--- config.mk ---
export PLATFORM = sky130hd
export DESIGN_NAME = fir_mac_sequencer
export DESIGN_NICKNAME = d
export VERILOG_FILES = /design/src/rtl/fir_mac_sequencer.sv
export SDC_FILE = /design/constraint.sdc
export NUM_CORES = 1
export LEC_CHECK = 0
export ABC_AREA = 1
export CORE_MARGIN = 3
export CORE_UTILIZATION = 45
export DETAILED_ROUTE_END_ITERATION = 8
export PLACE_DENSITY = 0.7
export SKIP_CTS_REPAIR_TIMING = 1
export SLEW_MARGIN = 20
export SYNTH_ARGS = -nofsm -noshare
export SYNTH_HDL_FRONTEND = slang
export SYNTH_SLANG_ARGS = --single-unit
--- constraint.sdc ---
create_clock -name clk -period 2 [get_ports clk]
set_input_delay 0.3 -clock clk [delete_from_list [all_inputs] [get_ports clk]]
set_output_delay 0.3 -clock clk [all_outputs]
set_load 0.005 [all_outputs]
--- src/rtl/fir_mac_sequencer.sv ---
// fir_mac_sequencer: control sequencer for a time-multiplexed FIR filter.
// On each accepted sample strobe it writes the new sample into the circular
// delay line, then issues one (sample, coefficient) read pair per tap, newest
// sample first. Accumulator clear/enable strobes follow the read pairs after
// MULT_LAT cycles, and out_valid marks the finished output sample.
// All outputs come straight from flops; no arithmetic touches sample data.
module fir_mac_sequencer #(
  parameter int NUM_TAPS = 16,
  parameter int MULT_LAT = 2,
  localparam int ADDR_W = $clog2(NUM_TAPS)
) (
  input  logic              clk,
  input  logic              reset,
  input  logic              sam_clk_en,
  output logic              busy,
  output logic              dl_wr_en,
  output logic [ADDR_W-1:0] dl_wr_addr,
  output logic              rd_valid,
  output logic [ADDR_W-1:0] dl_rd_addr,
  output logic [ADDR_W-1:0] coef_addr,
  output logic              acc_clr,
  output logic              acc_en,
  output logic              out_valid,
  output logic              overrun
);

  localparam logic [2:0] ST_IDLE  = 3'd0;
  localparam logic [2:0] ST_LOAD  = 3'd1;
  localparam logic [2:0] ST_MAC   = 3'd2;
  localparam logic [2:0] ST_DRAIN = 3'd3;
  localparam logic [2:0] ST_DONE  = 3'd4;

  localparam logic [ADDR_W-1:0] ZERO_ADDR = {ADDR_W{1'b0}};
  localparam logic [ADDR_W-1:0] LAST_ADDR = ADDR_W'(NUM_TAPS - 1);
  localparam logic [ADDR_W-1:0] ONE_ADDR  = ADDR_W'(1'b1);

  // Pipeline pattern in which only the final read's product is still in
  // flight and is being presented to the accumulator this cycle.
  localparam logic [MULT_LAT-1:0] PIPE_LAST = MULT_LAT'(1'b1) << (MULT_LAT - 1);

  logic [2:0]          state_r, state_s;
  logic [ADDR_W-1:0]   wr_ptr_r, wr_ptr_s;
  logic [ADDR_W-1:0]   base_r, base_s;
  logic                busy_r, busy_s;
  logic                dl_wr_en_r, dl_wr_en_s;
  logic [ADDR_W-1:0]   dl_wr_addr_r, dl_wr_addr_s;
  logic                rd_valid_r, rd_valid_s;
  logic [ADDR_W-1:0]   dl_rd_addr_r, dl_rd_addr_s;
  logic [ADDR_W-1:0]   coef_addr_r, coef_addr_s;
  logic [MULT_LAT-1:0] acc_pipe_r, acc_pipe_s;
  logic [MULT_LAT-1:0] clr_pipe_r, clr_pipe_s;
  logic                out_valid_r, out_valid_s;
  logic                overrun_r, overrun_s;

  // Next-state and next-output logic; outputs are computed one cycle ahead
  // so that every port is driven directly by a flop.
  always_comb begin
    state_s      = state_r;
    wr_ptr_s     = wr_ptr_r;
    base_s       = base_r;
    busy_s       = busy_r;
    dl_wr_en_s   = 1'b0;
    dl_wr_addr_s = ZERO_ADDR;
    rd_valid_s   = 1'b0;
    dl_rd_addr_s = ZERO_ADDR;
    coef_addr_s  = ZERO_ADDR;
    out_valid_s  = 1'b0;
    // A strobe outside IDLE is dropped but remembered until reset.
    overrun_s    = overrun_r | (sam_clk_en & (state_r != ST_IDLE));
    // The k=0 read carries the clear so the accumulator loads instead of adds.
    acc_pipe_s   = (acc_pipe_r << 1) | MULT_LAT'(rd_valid_r);
    clr_pipe_s   = (clr_pipe_r << 1) | MULT_LAT'(rd_valid_r & (coef_addr_r == ZERO_ADDR));

    case (state_r)
      ST_IDLE: begin
        if (sam_clk_en) begin
          state_s      = ST_LOAD;
          busy_s       = 1'b1;
          dl_wr_en_s   = 1'b1;
          dl_wr_addr_s = wr_ptr_r;
          base_s       = wr_ptr_r;
          wr_ptr_s     = (wr_ptr_r == LAST_ADDR) ? ZERO_ADDR : (wr_ptr_r + ONE_ADDR);
        end else begin
          state_s = ST_IDLE;
        end
      end
      ST_LOAD: begin
        // First read pair: the sample just written, coefficient 0.
        state_s      = ST_MAC;
        rd_valid_s   = 1'b1;
        coef_addr_s  = ZERO_ADDR;
        dl_rd_addr_s = base_r;
      end
      ST_MAC: begin
        if (coef_addr_r == LAST_ADDR) begin
          state_s = ST_DRAIN;
        end else begin
          // Step back through the delay line toward older samples; the
          // wrap uses an explicit compare since NUM_TAPS need not be 2^n.
          rd_valid_s   = 1'b1;
          coef_addr_s  = coef_addr_r + ONE_ADDR;
          dl_rd_addr_s = (dl_rd_addr_r == ZERO_ADDR) ? LAST_ADDR : (dl_rd_addr_r - ONE_ADDR);
        end
      end
      ST_DRAIN: begin
        if (acc_pipe_r == PIPE_LAST) begin
          state_s     = ST_DONE;
          out_valid_s = 1'b1;
        end else begin
          state_s = ST_DRAIN;
        end
      end
      ST_DONE: begin
        state_s = ST_IDLE;
        busy_s  = 1'b0;
      end
      default: begin
        state_s = ST_IDLE;
        busy_s  = 1'b0;
      end
    endcase
  end

  // State and output registers; reset aborts any sample in progress and
  // flushes the latency pipeline so no stale acc_en/out_valid escapes.
  always_ff @(posedge clk) begin
    if (reset) begin
      state_r      <= ST_IDLE;
      wr_ptr_r     <= ZERO_ADDR;
      base_r       <= ZERO_ADDR;
      busy_r       <= 1'b0;
      dl_wr_en_r   <= 1'b0;
      dl_wr_addr_r <= ZERO_ADDR;
      rd_valid_r   <= 1'b0;
      dl_rd_addr_r <= ZERO_ADDR;
      coef_addr_r  <= ZERO_ADDR;
      acc_pipe_r   <= {MULT_LAT{1'b0}};
      clr_pipe_r   <= {MULT_LAT{1'b0}};
      out_valid_r  <= 1'b0;
      overrun_r    <= 1'b0;
    end else begin
      state_r      <= state_s;
      wr_ptr_r     <= wr_ptr_s;
      base_r       <= base_s;
      busy_r       <= busy_s;
      dl_wr_en_r   <= dl_wr_en_s;
      dl_wr_addr_r <= dl_wr_addr_s;
      rd_valid_r   <= rd_valid_s;
      dl_rd_addr_r <= dl_rd_addr_s;
      coef_addr_r  <= coef_addr_s;
      acc_pipe_r   <= acc_pipe_s;
      clr_pipe_r   <= clr_pipe_s;
      out_valid_r  <= out_valid_s;
      overrun_r    <= overrun_s;
    end
  end

  assign busy       = busy_r;
  assign dl_wr_en   = dl_wr_en_r;
  assign dl_wr_addr = dl_wr_addr_r;
  assign rd_valid   = rd_valid_r;
  assign dl_rd_addr = dl_rd_addr_r;
  assign coef_addr  = coef_addr_r;
  assign acc_en     = acc_pipe_r[MULT_LAT-1];
  assign acc_clr    = clr_pipe_r[MULT_LAT-1];
  assign out_valid  = out_valid_r;
  assign overrun    = overrun_r;

endmodule

==> flow_metrics.py, run 1 <==
metrics = {
    "clock_network": {
        "cts_tree": "yes",
        "clkSlewWorstSetupHoldPaths_ns": 0.10,
        "clock_sinks": 32,
        "h-tree-depth": 2,
        "worstSkewPairLatency_ns": 0.33,
        "root_buffer": "clkbuf_4",
        "cts_buffer_depth": 2,
        "cts_buffers": 5,
    },
    "global_routing": {
        "grt_pass1_vias": 943,
        "grt_pass1_wl_mm": 4.10,
        "grt_use_total": 0.163,
        "grt_max_degree": 14,
        "grt_overflow": 0,
        "antenna_found_initial": 0,
    },
    "setup_path": {
        "cpPeakStageDelay_ns": 0.53,
        "crit_chain": "clkdlybuf4s50_1",
        "path_buf_inv": 1,
        "crit_fanout": 5,
        "crit_start": "coef_addr[0]",
        "r2r_cells": 6,
        "crit_path_end": "coef_addr[0]",
        "cp-end-kind": "primary output",
        "cp_slowest_cell": "clkdlybuf4s50_1",
        "arrival_ns": 1.26,
        "setup.worst_path.class": "flop to primary output",
        "r2r_start": "coef_addr[0]",
        "worst-path-stages": 1,
        "crit_family": "buffers and inverters",
        "r2r_end": "coef_addr[2]",
        "r2r_setup_slack_ns": 0.75,
        "start_kind": "flop",
        "cp_data_required_time_ns": 1.70,
    },
    "drt": {
        "dr.pass1.iters": 4,
        "drc_errors": 0,
        "drtIter0Drc": 36,
        "drt_wl_total_mm": 2.38,
        "wl_per_cell_um": 11.7,
        "final_antenna_net_count": 0,
        "vias": 990,
        "viasPerCell": 4.88,
    },
    "floorplan": {
        "num_rows": 18,
        "core_area_um2": 2520,
        "start_util": 0.481,
        "die-area_um2": 3350,
        "io_pins": 22,
        "chipHeight_um": 57.9,
        "die_x_um": 57.9,
    },
    "sta": {
        "rsz0062_at_grt": "no",
        "maxSlewHeadroom": 0.802,
        "hold_ws_ns": 0.406,
        "final_max_slew_viol_count": 0,
        "setup_viol_count_final": 0,
        "tns_ns": 0,
        "finalCriticalPeriod_ns": 1.56,
        "tightest_slew_ns": 0.296,
        "fmax_ghz": 0.641,
        "hold_viol": 0,
        "fin_crit_sh": 0.780,
        "skew_ns": 0.00646,
    },
    "job": {
        "maxCapViolCount": 0,
    },
    "pwr": {
        "vdd_drop_max_uv": 663,
        "p_int_uw": 1030,
        "p_sw_uw": 354,
        "switching_share": 0.257,
        "pwr-share-seq": 0.512,
        "pwr-share-clk": 0.345,
        "p_per_area_nw_per_um2": 898,
        "p_comb_frac": 0.142,
        "p_leak_uw": 0.000592,
    },
    "cells_and_area": {
        "drive_above_1_share": 0.127,
        "post-route-util": 0.609,
        "fillers": 234,
        "nNetsFinal": 179,
        "diodes": 0,
        "syn_to_final_growth_pct": 26.7,
    },
    "place": {
        "gp_congestion": 0.793,
        "portBuffers": 21,
        "hpwlAfterDp_mm": 1.70,
    },
    "logic_synthesis": {
        "synth.avg_cell_area_um2": 8.36,
        "synth_fp_nets": 152,
        "ys_types": 22,
        "ys_seq_elements": 32,
        "yosysSeqAreaShare": 0.528,
        "synth.cell_area_um2": 1210,
        "synth_cells": 145,
        "yosys_warnings": 0,
    },
    "min_path": {
        "hold_path_class": "flop to flop",
    },
    "status": {
        "status": "completed",
    },
}
==> state kept, by name (all words and copies together) (netlist names) <==
register and flops:
dl_wr_en 1, dl_wr_addr 4, base_r 4, wr_ptr_r 4, rd_valid 1, out_valid 1
busy 1, coef_addr 4, state_r 3, dl_rd_addr 4, clr_pipe_r 2, acc_pipe_r 2
overrun 1
==> cell usage in the layout, fill, tap and decap left out, drive strengths merged <==
master,instances
dfxtp,32
clkdlybuf4s50,21
nor3,2
nor2,22
clkbuf,6
buf,1
xor2,2
bufinv,1
ha,4
o21ai,8
inv,23
clkinv,1
nand4,1
a21oi,14
nand2,18
nor3b,1
nor4,2
nand3,13
and3,1
==> layout make-up <==
| cell class | count | area, um^2 | area share |
|---|---|---|---|
| flip-flops and latches | 32 | 641 | 0.417 |
| multi-input cells | 88 | 478 | 0.311 |
| repair buffers | 22 | 218 | 0.142 |
| inverters | 23 | 86.3 | 0.0562 |
| clock buffers | 6 | 41.3 | 0.0269 |
| well taps | 30 | 37.5 | 0.0244 |
| clock inverters | 2 | 35.0 | 0.0228 |
==> how the worst min path moves through the flow <==
| stage | start | endpoint | depth (start not counted) |
|---|---|---|---|
| after detailed placement | clr_pipe_r[0] | clr_pipe_r[1] | 2 |
| after global placement | clr_pipe_r[0] | clr_pipe_r[1] | 2 |
| after global routing | clr_pipe_r[0] | clr_pipe_r[1] | 2 |
| final | clr_pipe_r[0] | clr_pipe_r[1] | 2 |
| after CTS | clr_pipe_r[0] | clr_pipe_r[1] | 2 |
| after floorplan | clr_pipe_r[0] | clr_pipe_r[1] | 2 |
==> cells by family (layout without fill, tap and decap cells) <==
group / Yosys count / in the layout / synth area share
fa+ha+maj: 4 / 4 / 0.0413
xor+xnor: 2 / 2 / 0.0145
buf+inv: 25 / 53 / 0.0774
simple gates: 60 / 60 / 0.248
flops: 32 / 32 / 0.528
compound gates: 22 / 22 / 0.0908
==> routing by layer <==
metal | vias up | wire (um) | track usage
li1 | 516 | - | -
met1 | 447 | 1150 | 0.189
met2 | 22 | 1080 | 0.261
met3 | 5 | 108 | 0.0601
met4 | 0 | 46 | 0.0861
met5 | - | 0 | 0
==> synthesized netlist by cell type <==
cell type | instances | share of area
nand3_1 | 11 | 0.045
a21oi_1 | 14 | 0.058
dfxtp_1 | 32 | 0.53
nor2_2 | 1 | 0.0052
o21ai_1 | 7 | 0.029
nor2_1 | 19 | 0.059
and3_1 | 1 | 0.0052
nor3b_2 | 1 | 0.010
ha_1 | 4 | 0.041
nand2_2 | 2 | 0.010
nor3_2 | 1 | 0.0083
inv_2 | 5 | 0.015
nand3_2 | 2 | 0.017
nor3_1 | 1 | 0.0041
nor4_1 | 2 | 0.010
nand4_1 | 1 | 0.0052
o21ai_0 | 1 | 0.0041
nand2_1 | 16 | 0.050
xor2_1 | 2 | 0.014
clkbuf_1 | 2 | 0.0062
inv_1 | 18 | 0.056
nor2_4 | 2 | 0.019
==> power by group through the flow <==
stage	logic (uW)	clock network, uW	registers, uW
after floorplan	120	0	718
after global placement	189	0	718
after detailed placement	195	0	721
after CTS	197	488	707
after global routing	222	523	713
final	196	476	707
==> per-stage QoR <==
| stage | std cells | setup WS [ns] | power, uW | area (um^2) |
|---|---|---|---|---|
| 2_1_floorplan | 145 | 0.890 | 838 | 1210 |
| 5_1_grt | 203 | 0.363 | 1460 | 1540 |
| 4_1_cts | 203 | 0.425 | 1390 | 1540 |
| 3_3_place_gp | 195 | 0.610 | 907 | 1460 |
| 3_5_place_dp | 195 | 0.561 | 917 | 1460 |
| 6_report | 203 | 0.439 | 1380 | 1540 |
Note: power is estimated with default switching activity, not from simulation.
==> run 2, diff against run 1 <==
==> constraint.sdc (replaced) <==
create_clock -name clk -period 1.64 [get_ports clk]
set_input_delay 0.246 -clock clk [delete_from_list [all_inputs] [get_ports clk]]
set_output_delay 0.246 -clock clk [all_outputs]
set_load 0.005 [all_outputs]
==> run 2 against run 1 <==
- sequential cell count stayed put
- combinational power is 21% higher
- sequential power up 22%
- register-to-register slack worse by 0.35 ns
- cell count unchanged
- setup slack lost 0.30 ns
- die area did not move
- critical endpoint unchanged
- hold slack better by 0.0017 ns
- final area unchanged
- clock power is 23% higher
- first-iteration DRC count fell by 8.3%
==> flow_metrics.py, run 2 (synthesized netlist as in run 1, its figures left out) <==
metrics = {
    "pwr": {
        "p_comb_frac": 0.141,
        "pwr-share-seq": 0.512,
        "p_per_area_nw_per_um2": 1100,
        "p_leak_uw": 0.000592,
        "switching_share": 0.257,
        "vdd_drop_max_uv": 799,
        "p_sw_uw": 433,
        "pwr-share-clk": 0.347,
        "p_int_uw": 1250,
    },
    "clock_network": {
        "cts_buffer_depth": 2,
        "root_buffer": "clkbuf_4",
        "clkSlewWorstSetupHoldPaths_ns": 0.10,
        "h-tree-depth": 2,
        "cts_tree": "yes",
        "cts_buffers": 5,
        "clock_sinks": 32,
        "worstSkewPairLatency_ns": 0.33,
    },
    "setup_path": {
        "r2r_start": "coef_addr[0]",
        "r2r_end": "coef_addr[2]",
        "cp-end-kind": "primary output",
        "r2r_cells": 6,
        "cpPeakStageDelay_ns": 0.53,
        "path_buf_inv": 1,
        "crit_chain": "clkdlybuf4s50_1",
        "setup.worst_path.class": "flop to primary output",
        "arrival_ns": 1.26,
        "crit_fanout": 5,
        "r2r_setup_slack_ns": 0.40,
        "cp_slowest_cell": "clkdlybuf4s50_1",
        "start_kind": "flop",
        "crit_family": "buffers and inverters",
        "cp_data_required_time_ns": 1.39,
    },
    "drt": {
        "final_antenna_net_count": 0,
        "drtIter0Drc": 33,
        "drt_wl_total_mm": 2.37,
        "route.met3.wl_um": 123,
        "drc_errors": 0,
        "dr_wl_met2_mm": 1.09,
        "dr.pass1.iters": 5,
        "wl_per_cell_um": 11.7,
        "viasPerCell": 4.96,
        "top_layer": "met4",
        "vias": 1006,
        "wl_met1_mm": 1.12,
    },
    "sta": {
        "hold_viol": 0,
        "finalWorstSetupSlack_ns": 0.138,
        "fmax_ghz": 0.666,
        "maxSlewHeadroom": 0.800,
        "fin_crit_sh": 0.916,
        "finalCriticalPeriod_ns": 1.50,
        "final_max_slew_viol_count": 0,
        "skew_ns": 0.00925,
        "tns_ns": 0,
        "rsz0062_at_grt": "no",
        "setup_viol_count_final": 0,
        "tightest_slew_ns": 0.299,
    },
    "global_routing": {
        "antenna_found_initial": 0,
        "grt_use_total": 0.163,
        "grt_max_degree": 14,
        "grt_overflow": 0,
        "grt_pass1_wl_mm": 4.15,
        "grt_pass1_vias": 928,
    },
    "place": {
        "hpwlAfterDp_mm": 1.70,
        "gp_congestion": 0.793,
        "dp_slack_ns": 0.241,
        "portBuffers": 21,
    },
    "floorplan": {
        "die_x_um": 57.9,
        "chipHeight_um": 57.9,
        "core_area_um2": 2520,
        "num_rows": 18,
        "io_pins": 22,
        "die-area_um2": 3350,
        "start_util": 0.481,
    },
    "min_path": {
        "whs_path_depth": 2,
        "hold_path_end": "clr_pipe_r[1]",
        "hold_path_class": "flop to flop",
        "hp-start": "clr_pipe_r[0]",
    },
    "cells_and_area": {
        "nNetsFinal": 179,
        "syn_to_final_growth_pct": 26.7,
        "fillers": 243,
        "final_common_cell": "dfxtp_1",
        "diodes": 0,
        "drive_above_1_share": 0.127,
        "final_cell_mix": "dfxtp_1, clkdlybuf4s50_1, nor2_1",
    },
    "job": {
        "maxCapViolCount": 0,
    },
    "status": {
        "status": "completed",
    },
}
## run 2: power by group through the flow
stage | Sequential (uW) | Clock, uW | Combinational (uW)
after floorplan | 876 | 0 | 146
after global placement | 876 | 0 | 230
after detailed placement | 879 | 0 | 238
after CTS | 861 | 600 | 240
after global routing | 869 | 644 | 271
final | 861 | 584 | 238
## run 2: final cells by class
cell class | instances | area, um^2 | area share
flip-flops and latches | 32 | 641 | 0.417
clock buffers | 6 | 41.3 | 0.0269
well taps | 30 | 37.5 | 0.0244
repair buffers | 22 | 218 | 0.142
clock inverters | 2 | 35.0 | 0.0228
inverters | 23 | 86.3 | 0.0562
multi-input cells | 88 | 478 | 0.311
## run 2: worst max-delay path by stage
stage	from	endpoint	slack, ns	depth (start not counted)
4_1_cts	coef_addr[2]	coef_addr[2]	0.12	1
3_3_place_gp	sam_clk_en	base_r[0]	0.30	5
5_1_grt	coef_addr[0]	coef_addr[0]	0.06	1
6_report	coef_addr[0]	coef_addr[0]	0.14	1
2_1_floorplan	coef_addr[0]	coef_addr[2]	0.53	6
3_5_place_dp	sam_clk_en	base_r[1]	0.24	5
## run 2: routing by layer
layer,vias up,GRT usage
met2,34,0.250
met1,450,0.199
met4,0,0.0861
li1,518,-
met5,-,0
met3,4,0.0601
## run 2: through the flow
step            util  instances  hold WS [ns]  total power, uW  area, um^2
2_1_floorplan      -        145         0.388             1020        1210
3_3_place_gp   0.579        195         0.391             1110        1460
3_5_place_dp   0.579        195         0.396             1120        1460
4_1_cts        0.609        203         0.410             1700        1540
5_1_grt        0.609        203         0.453             1780        1540
6_report       0.609        203         0.408             1680        1540
